<file path="config.mk">
export PLATFORM = sky130hd
export DESIGN_NAME = fillrect
export DESIGN_NICKNAME = d
export VERILOG_FILES = /design/src/rtl/fillrect_pkg.sv /design/src/rtl/fillrect_raster_scan.sv /design/src/rtl/fillrect.sv
export SDC_FILE = /design/constraint.sdc
export NUM_CORES = 1
export LEC_CHECK = 0
export ABC_AREA = 0
export BUFFER_PORTS_ARGS = -buffer_cell sky130_fd_sc_hd__buf_2
export CORE_AREA = 2 2 73 75
export CTS_CLUSTER_DIAMETER = 60
export DETAILED_ROUTE_END_ITERATION = 16
export DIE_AREA = 0 0 75 77
export HOLD_SLACK_MARGIN = 0.12
export PLACE_DENSITY = 0.86
export SYNTH_ARGS = -nofsm -noshare
export SYNTH_HDL_FRONTEND = slang
export SYNTH_HIERARCHICAL = 1
export SYNTH_SLANG_ARGS = --single-unit
</file>
<file path="constraint.sdc">
create_clock -name clk -period 5.9 [get_ports clk]
set_input_delay 1.18 -clock clk [delete_from_list [all_inputs] [get_ports clk]]
set_output_delay 1.18 -clock clk [all_outputs]
set_load 0.05 [all_outputs]
</file>
<file path="src/rtl/fillrect_pkg.sv">
// Shared types and defaults for the rectangle filler.
package fill_pkg;
    typedef enum logic [1:0] {READY, DRAW, DONE} state_t;
    typedef enum logic [1:0] {SOLID, VSTRIPE, HSTRIPE, CHECKER} mode_t;

    localparam int DEF_SCREEN_W = 160;
    localparam int DEF_SCREEN_H = 120;
endpackage

</file>
<file path="src/rtl/fillrect_raster_scan.sv">
// Column-major x/y scanner over a rectangle clipped to the screen bounds.
module raster_scan #(
    parameter int XW       = 8,
    parameter int YW       = 7,
    parameter int SCREEN_W = 160,
    parameter int SCREEN_H = 120
) (
    input  logic          clk,
    input  logic          rst_n,
    input  logic          load,
    input  logic          step,
    input  logic [XW-1:0] x0,
    input  logic [YW-1:0] y0,
    input  logic [XW-1:0] x1,
    input  logic [YW-1:0] y1,
    output logic [XW-1:0] x,
    output logic [YW-1:0] y,
    output logic          last,
    output logic          empty
);
    localparam logic [XW-1:0] X_MAX = XW'(SCREEN_W - 1);
    localparam logic [YW-1:0] Y_MAX = YW'(SCREEN_H - 1);

    logic [XW-1:0] x1_clip, x1c_q;
    logic [YW-1:0] y1_clip, y1c_q, y0_q;

    assign x1_clip = (x1 > X_MAX) ? X_MAX : x1;
    assign y1_clip = (y1 > Y_MAX) ? Y_MAX : y1;
    assign empty   = (x0 > x1_clip) || (y0 > y1_clip);
    assign last    = (x == x1c_q) && (y == y1c_q);

    // Bounds are tested before stepping, so x never advances past x1c_q
    // and therefore can never wrap at the right screen edge.
    always_ff @(posedge clk or negedge rst_n) begin
        if (!rst_n) begin
            x     <= '0;
            y     <= '0;
            y0_q  <= '0;
            x1c_q <= '0;
            y1c_q <= '0;
        end else if (load) begin
            x     <= x0;
            y     <= y0;
            y0_q  <= y0;
            x1c_q <= x1_clip;
            y1c_q <= y1_clip;
        end else if (step) begin
            if (y == y1c_q) begin
                y <= y0_q;
                x <= x + 1'b1;
            end else begin
                y <= y + 1'b1;
            end
        end
    end
endmodule

</file>
<file path="src/rtl/fillrect.sv">
// Clipped rectangle filler: start/done handshake, one pixel per clock, four colour modes.
module fillrect
    import fill_pkg::*;
#(
    parameter int SCREEN_W  = DEF_SCREEN_W,
    parameter int SCREEN_H  = DEF_SCREEN_H,
    parameter int XW        = 8,
    parameter int YW        = 7,
    parameter int CW        = 3,
    parameter int CHK_SHIFT = 3
) (
    input  logic          clk,
    input  logic          rst_n,
    input  logic          start,
    input  logic [1:0]    mode,
    input  logic [CW-1:0] colour,
    input  logic [XW-1:0] x0,
    input  logic [YW-1:0] y0,
    input  logic [XW-1:0] x1,
    input  logic [YW-1:0] y1,
    output logic          done,
    output logic          busy,
    output logic [XW-1:0] vga_x,
    output logic [YW-1:0] vga_y,
    output logic [CW-1:0] vga_colour,
    output logic          vga_plot
);
    state_t        state, state_nxt;
    mode_t         mode_q;
    logic [CW-1:0] colour_q;
    logic [XW-1:0] x;
    logic [YW-1:0] y;
    logic          load, step, last, empty;

    assign load = (state == READY) && start;
    assign step = (state == DRAW) && !last;

    raster_scan #(
        .XW(XW), .YW(YW), .SCREEN_W(SCREEN_W), .SCREEN_H(SCREEN_H)
    ) u_scan (
        .clk(clk), .rst_n(rst_n), .load(load), .step(step),
        .x0(x0), .y0(y0), .x1(x1), .y1(y1),
        .x(x), .y(y), .last(last), .empty(empty)
    );

    always_ff @(posedge clk or negedge rst_n) begin
        if (!rst_n) begin
            state    <= READY;
            mode_q   <= SOLID;
            colour_q <= '0;
        end else begin
            state <= state_nxt;
            if (load) begin
                mode_q   <= mode_t'(mode);
                colour_q <= colour;
            end
        end
    end

    always_comb begin
        state_nxt = state;
        done      = 1'b0;
        busy      = 1'b0;
        vga_plot  = 1'b0;
        case (state)
            READY: if (start) state_nxt = empty ? DONE : DRAW;
            DRAW: begin
                busy     = 1'b1;
                vga_plot = 1'b1;
                if (last) state_nxt = DONE;
            end
            DONE: begin
                done = 1'b1;
                if (!start) state_nxt = READY;
            end
            default: state_nxt = READY;
        endcase
    end

    // Pixel position comes straight from the counters, which hold after the last plot.
    assign vga_x = x;
    assign vga_y = y;

    always_comb begin
        vga_colour = colour_q;
        case (mode_q)
            SOLID:   vga_colour = colour_q;
            VSTRIPE: vga_colour = x[CW-1:0];
            HSTRIPE: vga_colour = y[CW-1:0];
            CHECKER: vga_colour = (x[CHK_SHIFT] ^ y[CHK_SHIFT]) ? ~colour_q : colour_q;
            default: vga_colour = colour_q;
        endcase
    end
endmodule

</file>
; ---- Word level (Yosys, flattened, before mapping)
; Cells that the tools add are included.
[word_totals]
output_inout_bits = 21
reg_bits = 44
in_bits = 38
wordCells = 54
[op_classes]
n_bitwise = 2
magnitude_cmp = 4
addsub = 2
n_eq_ne = 10
n_reduce_logical = 11
muxes = 17
[ops]
columns = cell, count
row1 = $mux W8, 4
row2 = $mux W7, 4
row3 = $pmux W3 S4, 1
row4 = $add A8 B1 Y8 const B, 1
row5 = $eq A8 B8 Y1, 1
row6 = $gt A8 B8 Y1, 1
row7 = $gt A8 B8 Y1 const B, 1
row8 = $mux W2, 4
row9 = $add A7 B1 Y7 const B, 1
row10 = $eq A7 B7 Y1, 1
row11 = $gt A7 B7 Y1, 1
row12 = $gt A7 B7 Y1 const B, 1
row13 = $eq A2 B2 Y1 const B, 3
row14 = $ne A2 B2 Y1 const B, 3
row15 = $pmux W2 S3, 1
row16 = $eq A2 B1 Y1 const B, 2
row17 = $logic_not A2 Y1, 2
row18 = $reduce_bool A2 Y1, 2
row19 = $logic_and A1 B1 Y1, 3
row20 = $mux W3, 1
row21 = $not A3 Y3, 1
row22 = $reduce_and A3 Y1, 1
row23 = $mux W1, 2
row24 = $reduce_and A2 Y1, 1
row25 = 3 further kinds, 3

; ---- Longest topological paths before layout
; Gate-level depths: netlist (run 1).
[depth]
ltp_word = 7
mapped_depth = 11
depth_no_buf = 11

; ---- Hierarchy
; Netlist (run 1), hierarchy kept.
[modules_own_cells]
columns = module, n_inst, seq_area_each_um2, area_each_um2, cells_per_inst
row1 = raster_scan, 1, 925.9, 2376.0, 233
row2 = fillrect, 1, 175.2, 437.9, 28

; ---- Worst setup path after synthesis (run 1)
; OpenSTA, ideal clock, no wires.
[synth_path]
path_type = reg-to-output
from = reg u_scan.y[3]
to = out vga_colour[0]
required_time_ns = 4.720
t_arrival_ns = 1.905
path_buffers = 0
setup_slack_ns = 2.815
path_stages_with_launch = 3
cell_sequence = dfrtp_1 xor3_1 mux4_2
[synth_between]
elab_chain_cells = 3
[synth_rtl]
columns = element, line
row1 = "start, declared", fillrect_raster_scan.sv:17  ; output logic [YW-1:0] y,
row2 = "start signal, assigned", fillrect_raster_scan.sv:43  ; y <= y0;
row3 = "start signal, assigned", fillrect_raster_scan.sv:49  ; y <= y0_q;
row4 = "start signal, assigned", fillrect_raster_scan.sv:52  ; y <= y + 1'b1;
row5 = $xor A1 B1 Y1, fillrect.sv:90  ; CHECKER: vga_colour = (x[CHK_SHIFT] ^ y[CHK_SHIFT]) ? ~colour_q : colour_q;
row6 = $mux W3, fillrect.sv:90
row7 = $pmux W3 S4, fillrect.sv:86  ; case (mode_q)
row8 = "end, declared", fillrect.sv:25  ; output logic [CW-1:0] vga_colour,
; No other way between the ends.

; ---- Final worst setup path (run 1)
[layout_path]
from = reg u_scan.y[3]
to = out vga_colour[2]
; The elaborated chain is that of the path after synthesis.

==> summary.txt, run 1 <==
Timing
  – Final Hold Fails: 0
  – Fmax: 0.310 GHz
  – Setup-failing EPs final: 0
  – Hold slack: 520 ps
  – Clock Skews: 7.99 ps
  – Post-layout min period: 3220 ps
  – Worst-margin pin slew: roughly 950 ps
  – Final max-slew violation count: 0
  – Final period utilization: 0.546
  – Relative slew slack: 0.364
  – Setup TNS: 0 ps
  – RSZ-0062 raised after global routing: false

Clock network
  – TritonCTS buffer count: 5
  – Clk sinks: 44
  – CTS tree: done
  – CTS root buf: clkbuf_8
  – Number of H-tree levels: 2
  – Hold-fix buffers at CTS: 0
  – Cts repair resizes: 0
  – Postcts setup bufs: 0
  – Clk slew on worst S/H paths: ~80 ps
  – Clock Path Buffers: 2
  – Clock Latency Late Sink: 300 ps

Cells and area
  – Layout cell share with drive strength beyond 1: 0.316
  – Nets: around 370
  – N_diodes: 0
  – Area Overhead vs Synth: 16.2%
  – Most frequent cells in the layout: buf_2 (58), dfrtp_1 (44), xnor2_1 (22)
  – Most common cell after layout, fill and taps aside: buf_2
  – Fillers: about 410
  – Non-filler cells in the finished layout: 390

Place
  – Dpl hpwl: between 4000 and 5000 µm
  – Buffers on Ports: 58
  – Placed cell count: 383
  – Final Wtd Congestion: 0.853

GRT
  – GRT Resource Usage Total: 0.224
  – First-pass GRT wire length: slightly below 10000 µm
  – Largest net degree at the start of global routing: 62
  – Initial antenna violation count: 0
  – GR Overflow Total: 0
  – Vias in the first global route: 2159

Critical path
  – Reg2Reg Depth: 9
  – Kind of critical path: reg -> out
  – CP Launch Point: u_scan/y[3]$_DFFE_PN0P_
  – Critical Path Start Type: flip-flop
  – WP data arrival: ~2000 ps
  – Reg-to-reg slack, setup: around 3200 ps
  – Critical path fanouts, max: 9
  – Reg-to-Reg Start: u_scan/y[3]$_DFFE_PN0P_
  – FF-to-FF End: u_scan/x[7]$_DFFE_PN0P_
  – WP data required: 4720 ps
  – Crit end category: output pin

Status
  – Status: completed

Drt
  – DRC: 0
  – Via-to-Cell Ratio: between 5 and 6
  – Pre-Repair DR Iteration Count: 4
  – WL per Instance: 15.6 µm
  – Post-DRT Antenna Nets: 0
  – Vias: approximately 2200
  – First DRT Iteration DRCs: 103
  – Drt total wl: 6070 µm

Run
  – MaxCap Viol Count: 0

Die
  – Die ar.: between 5000 and 6000 µm²
  – Starting Density: 0.565
  – Core area: 4980 µm²
  – Die Wd: 75 µm
  – # IOs: 59
  – Row Count: 26
  – Die Y-Extent: around 77 µm

Synthesis
  – Synth Register Bits: 44
  – Top cell type's share of synthesized area: 0.391
  – Post-Synth XOR/XNOR Area: 0.123
  – Register area share after synthesis: 0.391
  – Main synth FF type: dfrtp_1
  – Yosys cell types: 46
  – Post-Syn Area: 2810 µm²
  – Syn Nets: around 320
  – Compound-Gate Fraction of Synth Area: 0.0965
  – Yosys warns: 6
  – Synth Instances: 261
  – FFs w/ async S/R, synth: 1.00
  – Largest family of logic cells by synthesized area: simple AND/OR/NAND/NOR gates
  – Synthesized area per cell: 10.8 µm²
  – Adder-cell share of the synthesized area: 0.0747
  – Synth Area in Simple Gates: 0.159
  – Number of enable flip-flop cells after synthesis: 0
  – Mux share of post-synthesis cell area: 0.124
  – Synth area leaders: dfrtp_1 (39%), ha_1 (7.1%), xnor2_1 (6.8%)
  – Synth area leader: dfrtp_1

Power
  – Gate power share: 0.552
  – Sequential share of power: 0.340
  – Clock power frac: 0.109
  – Pint: 0.000961 W
  – P_sw: 0.000908 W
  – Max VDD drop: 0.000331 V
  – Switching power share of the total: 0.486
  – PD cells: roughly 570 nW/µm²
  – Leakage: 1.47 nW

Min path
  – Hold wc startpoint: u_scan/y0_q[2]$_DFFE_PN0P_
  – Worst hold stages: 1
  – Hold WC Path Type: reg -> reg
  – Endpoint of the worst hold path: u_scan/y0_q[2]$_DFFE_PN0P_
==> metal layers <==
layer,GRT usage,vias up,wire [µm]
li1,-,1048,-
met1,0.290,1040,2610
met2,0.368,61,3110
met3,0.0447,8,276
met4,0.0750,0,80
met5,0,-,0
==> power groups by stage <==
| stage | sequential [W] | combinational, W | clock, W |
|---|---|---|---|
| 5_1_grt | 0.000658 | 0.00111 | 0.000220 |
| 6_report | 0.000635 | 0.00103 | 0.000203 |
| 2_1_floorplan | 0.000761 | 0.000681 | 0 |
| 4_1_cts | 0.000635 | 0.00104 | 0.000209 |
| 3_3_place_gp | 0.000633 | 0.00101 | 0 |
| 3_5_place_dp | 0.000643 | 0.00103 | 0 |
==> worst max-delay path, cell delays in order, from the launching register on <==
cell and delay, ps:
dfrtp_1 570, xor3_1 480, mux4_2 470, buf_2 220
==> layout make-up <==
type | instances | area [µm²] | area share
Inverter | 15 | 56.3 | 0.0172
Clock buffer | 7 | 96.3 | 0.0295
Multi-Input combinational cell | 195 | 1630 | 0.499
Tap cell | 70 | 87.6 | 0.0268
Sequential cell | 44 | 1100 | 0.337
Timing Repair Buffer | 59 | 298 | 0.0910
==> worst max path at each step <==
stage / to / slack [ps] / cells past startpoint
floorplan: vga_colour[0] / 2810 / 2
global placement: state[0]$_DFFE_PN0P_ / 2760 / 11
detailed placement: state[0]$_DFFE_PN0P_ / 2630 / 11
CTS: vga_colour[2] / 2660 / 3
global route: vga_colour[2] / 2600 / 3
finish: vga_colour[2] / 2680 / 3
==> registers in the layout, summed over array words and instances (netlist names) <==
name          flops
u_scan/x1c_q      8
u_scan/x          8
u_scan/y0_q       7
u_scan/y1c_q      7
u_scan/y          7
colour_q          3
mode_q            2
state             2
==> logic make-up after synthesis <==
family / Yosys count
buffers and inverters: 22
DFF: 44
AOI/OAI and AO/OA: 45
xor gates and xnor gates: 31
muxes: 29
adders and majority gates: 17
and+or+nand+nor: 73
==> cell usage after synthesis, types with 3 or more instances <==
cell type / instances
mux2i_1: 9
mux2_2: 17
ha_1: 16
clkbuf_1: 4
xor3_1: 3
nand2b_1: 5
nand3_1: 5
o21ai_0: 11
nand2_1: 18
nor2_1: 18
o21ai_1: 8
xnor2_1: 22
mux4_2: 3
nand4_1: 8
xnor2_2: 4
a22oi_1: 6
inv_1: 15
a21oi_1: 11
dfrtp_1: 44
==> per-stage QoR <==
stage | setup slack [ps] | power (W) | util | area (µm²)
final | 2680 | 0.00187 | 0.657 | 3270
after detailed placement | 2630 | 0.00167 | 0.638 | 3170
after CTS | 2660 | 0.00188 | 0.657 | 3270
after global placement | 2760 | 0.00164 | 0.638 | 3170
after floorplan | 2810 | 0.00144 | - | 2810
after global routing | 2600 | 0.00198 | 0.657 | 3270
No activity file was read; power rests on OpenSTA's default activity.
==> run 2, diff against run 1 <==
Settings changed: CORE_AREA 2 2 73 75 to 2 2 75 77, DIE_AREA 0 0 75 77 to 0 0 77 79, PLACE_DENSITY 0.86 to 0.82.
Clock period 5.9 ns to 3 ns, I/O delays scaled along.
==> run 2 against run 1 <==
- power is 99% higher
- design area is 1.7% higher
- critical path depth stayed put
- sequential power is 92% higher
- critical endpoint is now vga_colour[1]
- clock-buffer cell count stayed put
- global-route usage is 1.3 points lower
- flip-flop and latch count stayed put
- combinational power is 100% higher
- routed wire length is 1.9% lower
- clock skew is 1.2 ps lower
- highest routed layer unchanged
- first-iteration DRC count is 22% lower
- clock power is 92% higher
- largest power group unchanged
==> summary.txt, run 2 (synthesis gave the netlist of run 1 again) <==
Die
  – Core area: 5340 µm² (was 4980 µm²)
  – Die ar.: 6080 µm² (was 5780 µm²)
  – Die Wd: 77 µm (was 75 µm)
  – # IOs: 59 (unchanged)
  – Row Count: 27 (was 26)
  – Starting Density: 0.527 (was 0.565)
  – Die Y-Extent: 79 µm (was 77 µm)

GRT
  – Largest net degree at the start of global routing: 45 (was 62)
  – Vias in the first global route: 2204 (was 2159)
  – GR Overflow Total: 0 (unchanged)
  – First-pass GRT wire length: 10100 µm (was 9940 µm)
  – GRT Resource Usage Total: 0.211 (was 0.224)
  – Initial antenna violation count: 0 (unchanged)

Timing
  – Clock Skews: 6.78 ps (was 7.99 ps)
  – Hold slack: 461 ps (was 520 ps)
  – RSZ-0062 raised after global routing: false (unchanged)
  – Final period utilization: 0.879
  – Relative slew slack: 0.343 (was 0.364)
  – Worst-margin pin slew: 985 ps (was 954 ps)
  – Post-layout min period: approximately 2600 ps
  – Final max-slew violation count: 0 (unchanged)
  – Setup TNS: 0 ps (unchanged)
  – Fmax: 0.379 GHz
  – Final Hold Fails: 0 (unchanged)
  – Setup-failing EPs final: 0 (unchanged)

Run
  – MaxCap Viol Count: 0 (unchanged)

Clock network
  – Clock Latency Late Sink: 300 ps (about the same)
  – Number of H-tree levels: 2 (unchanged)
  – CTS tree: done (unchanged)
  – Clk slew on worst S/H paths: 80 ps (about the same)
  – CTS root buf: clkbuf_8 (unchanged)
  – Clock Path Buffers: 2 (unchanged)
  – Cts repair resizes: 0 (unchanged)
  – Postcts setup bufs: 0 (unchanged)
  – Hold-fix buffers at CTS: 0 (unchanged)
  – Clk sinks: 44 (unchanged)
  – TritonCTS buffer count: 5 (unchanged)

Critical path
  – Reg-to-Reg Start: u_scan/y[6]$_DFFE_PN0P_ (was u_scan/y[3]$_DFFE_PN0P_)
  – Crit-path cells: xor3_1 > mux4_2 > buf_2 (unchanged)
  – Reg-to-reg slack, setup: 530 ps (was 3160 ps)
  – Critical Path Start Type: flip-flop (unchanged)
  – FF-to-FF End: u_scan/x[7]$_DFFE_PN0P_ (unchanged)
  – Crit end category: output pin (unchanged)
  – Slowest-stage cell, CP: dfrtp_1 (unchanged)
  – Critical path fanouts, max: 9 (unchanged)
  – WP data arrival: 2040 ps (about the same)
  – Kind of critical path: reg -> out (unchanged)
  – WP data required: 2400 ps (was 4720 ps)
  – Reg2Reg Depth: 9 (unchanged)
  – Max stage delay on crit path: 570 ps (about the same)

Drt
  – Vias: 2176 (was 2157)
  – DRC: 0 (unchanged)
  – Pre-Repair DR Iteration Count: 4 (unchanged)
  – Drt total wl: 5960 µm (was 6070 µm)
  – Via-to-Cell Ratio: 5.48 (was 5.53)
  – Post-DRT Antenna Nets: 0 (unchanged)
  – First DRT Iteration DRCs: 80 (was 103)
  – WL per Instance: 15.0 µm (was 15.6 µm)

Cells and area
  – Storage cell area: 1100 µm² (unchanged)
  – Util after Layout: 0.623 (was 0.657)
  – N_diodes: 0 (unchanged)
  – Biggest regs: u_scan/x1c_q (8), u_scan/x (8) (unchanged)
  – Most frequent cells in the layout: buf_2 (58), dfrtp_1 (44), xnor2_1 (22) (unchanged)
  – Nets: 378 (was 374)
  – Area Overhead vs Synth: 18.2% (was 16.2%)
  – Final instance area: 3330 µm² (was 3270 µm²)
  – Most common cell after layout, fill and taps aside: buf_2 (unchanged)
  – Multi-input gate area: 1630 µm² (unchanged)
  – Layout cell share with drive strength beyond 1: 0.323 (was 0.316)
  – Fillers: 460 (was 405)

Status
  – Status: completed (unchanged)

Place
  – Dpl cell area: 3230 µm² (was 3170 µm²)
  – Dpl hpwl: 4680 µm (was 4580 µm)
  – Final Wtd Congestion: 0.799 (was 0.853)
  – Buffers on Ports: 58 (unchanged)

Power
  – Leakage: 1.49 nW (was 1.47 nW)
  – Max VDD drop: 0.000790 V (was 0.000331 V)
  – PD cells: 1120 nW/µm² (was 571 nW/µm²)

Min path
  – Hold WC Path Type: in -> async (was reg -> reg)
-- run 2: cell count changes in the layout (fill, tap and decap cells not counted), sizes merged --
cell      before  now
clkinvlp       0    1
buf           59   63
-- run 2: final cells by class --
type                       count  share of cell area
multi-input combinational    195               0.491
sequential                    44               0.331
timing repair buffer          63               0.106
tap                           72              0.0271
clock buffer                   7              0.0260
inverter                      15              0.0169
clock inverter                 1             0.00226
-- run 2: metrics by stage --
stage	worst slack (ps)	std cells	total power (W)
after detailed placement	315	389	0.00334
final	364	397	0.00372
after global routing	272	397	0.00397
after global placement	444	389	0.00329
after floorplan	468	261	0.00283
after CTS	359	397	0.00374
-- run 2: worst max-delay path, delay by kind of cell (launching register included) --
family | cells | cell delay, ps
muxes | 1 | 470
xor gates and xnor gates | 1 | 470
DFF | 1 | 570
buffers and inverters | 1 | 220
-- run 2: power breakdown --
group	leakage (nW)	switching (W)	total (W)	internal, W
Combinational	0.924	0.00125	0.00210	0.000854
Clock	0.0445	0.000202	0.000389	0.000187
Sequential	0.524	0.000341	0.00122	0.000881
Total	1.49	0.00179	0.00372	0.00192
-- run 2: worst max path at each step --
stage	endpoint	slack, ps	startpoint	cells after the start
6_report	vga_colour[1]	360	u_scan/y[3]$_DFFE_PN0P_	3
4_1_cts	vga_colour[1]	360	u_scan/y[3]$_DFFE_PN0P_	3
3_5_place_dp	state[0]$_DFFE_PN0P_	320	x1[7]	11
5_1_grt	u_scan/x[7]$_DFFE_PN0P_	270	u_scan/y[6]$_DFFE_PN0P_	9
2_1_floorplan	u_scan/x[3]$_DFFE_PN0P_	470	u_scan/y[3]$_DFFE_PN0P_	8
3_3_place_gp	state[0]$_DFFE_PN0P_	440	x1[7]	11
-- run 2: layer usage --
layer,track usage,part of all wire
met1,0.270,0.45
met2,0.359,0.49
met3,0.0398,0.039
met4,0.0768,0.014
met5,0,0
